`src/rtl/mdu_ctrl.sv`:
```
// Multiply/divide sequencing controller for the EX stage.
// Issues start pulses to an external fixed-latency multiplier and an
// iterative divider, stalls the pipeline while an operation is in flight,
// and presents the captured {hi, lo} result for one cycle (longer if the
// pipeline is stalled elsewhere).
module mdu_ctrl #(
  parameter int MUL_LAT = 2
) (
  input  logic        clk,
  input  logic        rst,
  input  logic        ismultE,
  input  logic        signedmultE,
  input  logic        isdivE,
  input  logic        signeddivE,
  input  logic [31:0] srcaE,
  input  logic [31:0] srcbE,
  input  logic        flushE,
  input  logic        stallE,
  output logic        mul_start,
  output logic        mul_signed,
  output logic [31:0] mul_a,
  output logic [31:0] mul_b,
  input  logic [63:0] mul_result,
  output logic        div_start,
  output logic        div_signed,
  output logic        div_annul,
  output logic [31:0] div_a,
  output logic [31:0] div_b,
  input  logic        div_ready,
  input  logic [63:0] div_result,
  output logic        stall_req,
  output logic        hilo_valid,
  output logic [63:0] hilo_out
);

  localparam logic [1:0] IDLE = 2'd0;
  localparam logic [1:0] MUL  = 2'd1;
  localparam logic [1:0] DIV  = 2'd2;
  localparam logic [1:0] DONE = 2'd3;

  localparam logic [3:0] LAT = 4'(MUL_LAT);

  logic [1:0]  state;
  logic [3:0]  cnt;
  logic [31:0] aReg;
  logic [31:0] bReg;
  logic        sgnReg;
  logic [63:0] resReg;

  logic mulGo;
  logic divGo;
  logic capMul;
  logic capDiv;

  // Start and capture decisions; a simultaneous mult+div request is a divide.
  // Gating with rst keeps every output low while reset is held.
  always_comb begin
    divGo  = rst && (state == IDLE) && isdivE && !flushE;
    mulGo  = rst && (state == IDLE) && ismultE && !isdivE && !flushE;
    capMul = (state == MUL) && !flushE && (cnt == 4'd1);
    capDiv = (state == DIV) && !flushE && div_ready;
  end

  // Core operands are taken straight from the EX inputs in the start cycle,
  // then from the latched copies so they stay stable while the core works.
  assign mul_start  = mulGo;
  assign div_start  = divGo;
  assign mul_a      = mulGo ? srcaE : aReg;
  assign mul_b      = mulGo ? srcbE : bReg;
  assign div_a      = divGo ? srcaE : aReg;
  assign div_b      = divGo ? srcbE : bReg;
  assign mul_signed = mulGo ? signedmultE : sgnReg;
  assign div_signed = divGo ? signeddivE : sgnReg;

  assign div_annul  = rst && (state == DIV) && flushE;
  assign stall_req  = rst && (mulGo || divGo || (state == MUL) || (state == DIV));
  assign hilo_valid = rst && (state == DONE) && !flushE;
  assign hilo_out   = resReg;

  // FSM, latency counter, operand latches and result register.
  always_ff @(posedge clk or negedge rst) begin
    if (!rst) begin
      state  <= IDLE;
      cnt    <= 4'd0;
      aReg   <= 32'd0;
      bReg   <= 32'd0;
      sgnReg <= 1'b0;
      resReg <= 64'd0;
    end else begin
      case (state)
        IDLE: begin
          if (divGo) begin
            aReg   <= srcaE;
            bReg   <= srcbE;
            sgnReg <= signeddivE;
            state  <= DIV;
          end else if (mulGo) begin
            aReg   <= srcaE;
            bReg   <= srcbE;
            sgnReg <= signedmultE;
            cnt    <= LAT;
            state  <= MUL;
          end
        end
        MUL: begin
          if (flushE) begin
            cnt   <= 4'd0;
            state <= IDLE;
          end else if (capMul) begin
            resReg <= mul_result;
            cnt    <= 4'd0;
            state  <= DONE;
          end else begin
            cnt <= cnt - 4'd1;
          end
        end
        DIV: begin
          if (flushE) begin
            state <= IDLE;
          end else if (capDiv) begin
            resReg <= div_result;
            state  <= DONE;
          end
        end
        DONE: begin
          if (flushE || !stallE) begin
            state <= IDLE;
          end
        end
        default: state <= IDLE;
      endcase
    end
  end

endmodule

```
`config.mk`:
```
export PLATFORM = sky130hd
export DESIGN_NAME = mdu_ctrl
export DESIGN_NICKNAME = d
export VERILOG_FILES = /design/src/rtl/mdu_ctrl.sv
export SDC_FILE = /design/constraint.sdc
export NUM_CORES = 1
export LEC_CHECK = 0
export ABC_AREA = 1
export ABC_CLOCK_PERIOD_IN_PS = 3900
export BUFFER_PORTS_ARGS = -buffer_cell sky130_fd_sc_hd__buf_2
export CAP_MARGIN = 30
export CORE_AREA = 2 2 157 159
export DETAILED_ROUTE_END_ITERATION = 8
export DIE_AREA = 0 0 159 161
export GPL_TIMING_DRIVEN = 0
export PLACE_DENSITY_LB_ADDON = 0.3
export RECOVER_POWER = 50
export SYNTH_ARGS = -nofsm -noshare
export SYNTH_HDL_FRONTEND = slang
export SYNTH_SLANG_ARGS = --single-unit
```
`constraint.sdc`:
```
create_clock -name clk -period 3.9 [get_ports clk]
set_clock_uncertainty 0.1 [all_clocks]
set_input_delay 0.39 -clock clk [delete_from_list [all_inputs] [get_ports clk]]
set_output_delay 0.39 -clock clk [all_outputs]
set_load 0.02 [all_outputs]
```
==> metrics.yaml <==
worst_setup_path:
  critical_path.endpoint: "div_a[19]"
  r2r_end: "hilo_out[61]$_DFFE_PN0P_"
  worstReg2RegStart: "state[0]$_DFFE_PN0P_"
  rrSetupSlack_ps: 1450
  start_kind: "input pin"
  path_cells: "dlygate4sd3_1, buf_12, buf_16, nand4_2, inv_2, buf_4, buf_2, nand2_1, nand2_1, buf_2"
  end_kind: "primary output"
  startpoint: "rst"
  slowest_stage: "dlygate4sd3_1"
  cp_data_arrival_time_ps: 3090
  ff2ff_path_depth: 8
  cp_data_required_time_ps: 3410
  crit_fanout: 75
  path_class: "input pin to primary output"
  critPathMaxStageDelay_ps: 590
status:
  status: "complete, no violations"
clocking:
  cts_max_path_buffers: 2
  cts_num_sinks: 135
  h-tree-depth: 4
  cts_root_buffer: "clkbuf_16"
  cts_tree: "yes"
  cts_inserted_buffers: 17
  insertion_delay_ps: 410
  post_cts_buffers: 0
  clk_pin_slew_ps: 70
worst_hold_path:
  hp-class: "input pin to flip-flop"
global_routing:
  grt_pass1_vias: 8024
  grt_overflow: 0
  grt_max_degree: 76
  antenna_found_initial: 1
  grt_pass1_wl_um: 42700
  gr-usage-all-layers: 0.2098
die:
  rows: 57
  io_pins: 400
  die_h_um: 161
  die-area_um2: 25600
  core_um2: 23960
  die_w_um: 159
  start_util: 0.3119
routing:
  drt-vias-per-instance: 4.569
  dr_total_vias: 7923
  dr.pass1.iters: 5
  finalWirelength_um: 26750
  drt_iter0_drc: 525
  ant_nets: 0
  drc: 0
  wl_per_cell_um: 15.42
synth:
  ys_warn_count: 0
  yosys.area.top_type: "dfrtp_1"
  synth_edf_count: 0
  yosysSeqAreaShare: 0.4520
  synth_cells: 976
  synthArstFlopShare: 1.000
  synth_cell_types: 24
  avgSynthCellArea_um2: 7.657
  synthMostInstantiatedCell: "nand2_1"
  ys_seq_elements: 135
  syn_area_um2: 7473
  synthTopCellsByCount: "nand2_1, inv_1, dfrtp_1"
  netlist.area_leader.share: 0.4520
  synth_area_leaders: "dfrtp_1, nand2_1, mux2i_1"
  syn_nets: 1184
  synth_ff_type: "dfrtp_1"
flow_run:
  drv_cap: 0
power:
  power_density_nw_per_um2: 875.0
  power.static_leakage_nw: 5.753
  ir_worst_vdd_v: 0.0004783
  finalPower_w: 0.009141
timing:
  max_freq_ghz: 0.2790
  slew_headroom: 0.6133
  setup_viol: 0
  rsz0062_at_grt: "false"
  worstMarginPinSlew_ps: 580.0
  fin_crit_ps: 3585
  drv_slew: 0
  hold_viol_final: 0
  fin_crit_sh: 0.9191
place:
  port_buffers: 399
  dp_hpwl_um: 21050
  routabilityCongestion: 0.8460
  placed_area_um2: 9910
layout:
  design_area_um2: 10450
  num-fill-cells: 2554
  layout-drive-gt1-share: 0.2995
  final_nets: 1604
  syn_to_final_growth_pct: 39.80
-- registers in the layout (all words and copies together), names as in the netlist --
signal	cells
aReg	32
bReg	32
sgnReg	1
hilo_out	64
state	2
cnt	4
-- logic make-up (layout without fill, tap and decap cells) --
| family | count (synthesis) | count (layout) | share of synthesized area |
|---|---|---|---|
| AO/OA/AOI/OAI | 205 | 205 | 0.1431 |
| XOR/XNOR | 1 | 1 | 0.001172 |
| adder cells (fa/ha/maj) | 7 | 7 | 0.01172 |
| buffers and inverters | 199 | 632 | 0.1172 |
| flip-flops | 135 | 135 | 0.4520 |
| multiplexers | 64 | 64 | 0.08572 |
| other | 0 | 1 | 0 |
| AND/OR/NAND/NOR | 365 | 365 | 0.1890 |
-- layout by cell type, fill, tap and decap left out, types with 2 or more instances in the layout --
| master | instances |
|---|---|
| inv_1 | 140 |
| buf_2 | 355 |
| nand2_1 | 342 |
| nor2_1 | 8 |
| clkbuf_1 | 83 |
| ha_1 | 7 |
| inv_8 | 6 |
| clkbuf_16 | 17 |
| buf_4 | 9 |
| o21ai_2 | 10 |
| mux2i_1 | 64 |
| clkinvlp_4 | 2 |
| dfrtp_1 | 135 |
| inv_2 | 2 |
| o21ai_0 | 70 |
| nand3_1 | 8 |
| clkinv_8 | 2 |
| buf_6 | 8 |
| a21oi_1 | 3 |
| nand4_1 | 2 |
| o21ai_1 | 121 |
| inv_6 | 3 |
-- metrics by stage --
step | hold slack [ps] | utilization | setup TNS (ps) | setup slack, ps | cells
after global routing | 118.3 | 0.4360 | 0 | 20.32 | 1734
after CTS | 93.62 | 0.4392 | 0 | 54.53 | 1733
after floorplan | -5.591 | - | 0 | 1709 | 976
final | 122.4 | 0.4360 | 0 | 315.5 | 1734
after global placement | 361.7 | 0.4121 | -220950 | -1418 | 1699
after detailed placement | 340.6 | 0.4135 | 0 | 636.3 | 1700
-- power breakdown --
group,switching [W],internal [W],leakage (nW)
clock network,0.000745,0.000923,0.292
registers,0.000379,0.00211,1.65
logic,0.00336,0.00162,3.81
total,0.00449,0.00465,5.75
-- critical path: cells and delay by family --
| kind | cells | cell delay (ps) |
|---|---|---|
| simple gates | 3 | 520 |
| buf+inv | 7 | 2050 |
-- layer usage --
layer  track usage  routed length (um)
met1        0.2537               11130
met2        0.3640               13080
met3       0.06317                2018
met4       0.05785                 522
met5             0                   0
-- cell type report --
cell class                 count  area, um^2  area share
clock inverter                15       180.2     0.01725
clock buffer                  17       425.4     0.04072
antenna                        1       2.502   0.0002395
inverter                     142       533.0     0.05102
timing repair buffer         401        1969      0.1885
tap                          324       405.4     0.03880
sequential                   135        3378      0.3234
buffer                        57       334.1     0.03198
multi-input combinational    642        3219      0.3081
-- how the worst min path moves through the flow --
stage	from	endpoint	cells past startpoint	slack [ps]
after global routing	srcaE[10]	aReg[10]$_DFFE_PN0N_	3	120
after CTS	signeddivE	sgnReg$_DFFE_PN0N_	3	90
after global placement	hilo_out[31]$_DFFE_PN0P_	hilo_out[31]$_DFFE_PN0P_	2	360
after detailed placement	rst	bReg[13]$_DFFE_PN0N_	1	340
after floorplan	rst	aReg[0]$_DFFE_PN0N_	0	-6
final	signeddivE	sgnReg$_DFFE_PN0N_	3	120
-- timing repair --
| item | CTS | global route |
|---|---|---|
| setup endpoints to repair | 0 | 69 |
| resized for setup | 0 | 3 |
| hold endpoints to repair | 64 | 0 |
| hold buffers | 1 | 0 |
(Power assumes the default switching activity.)
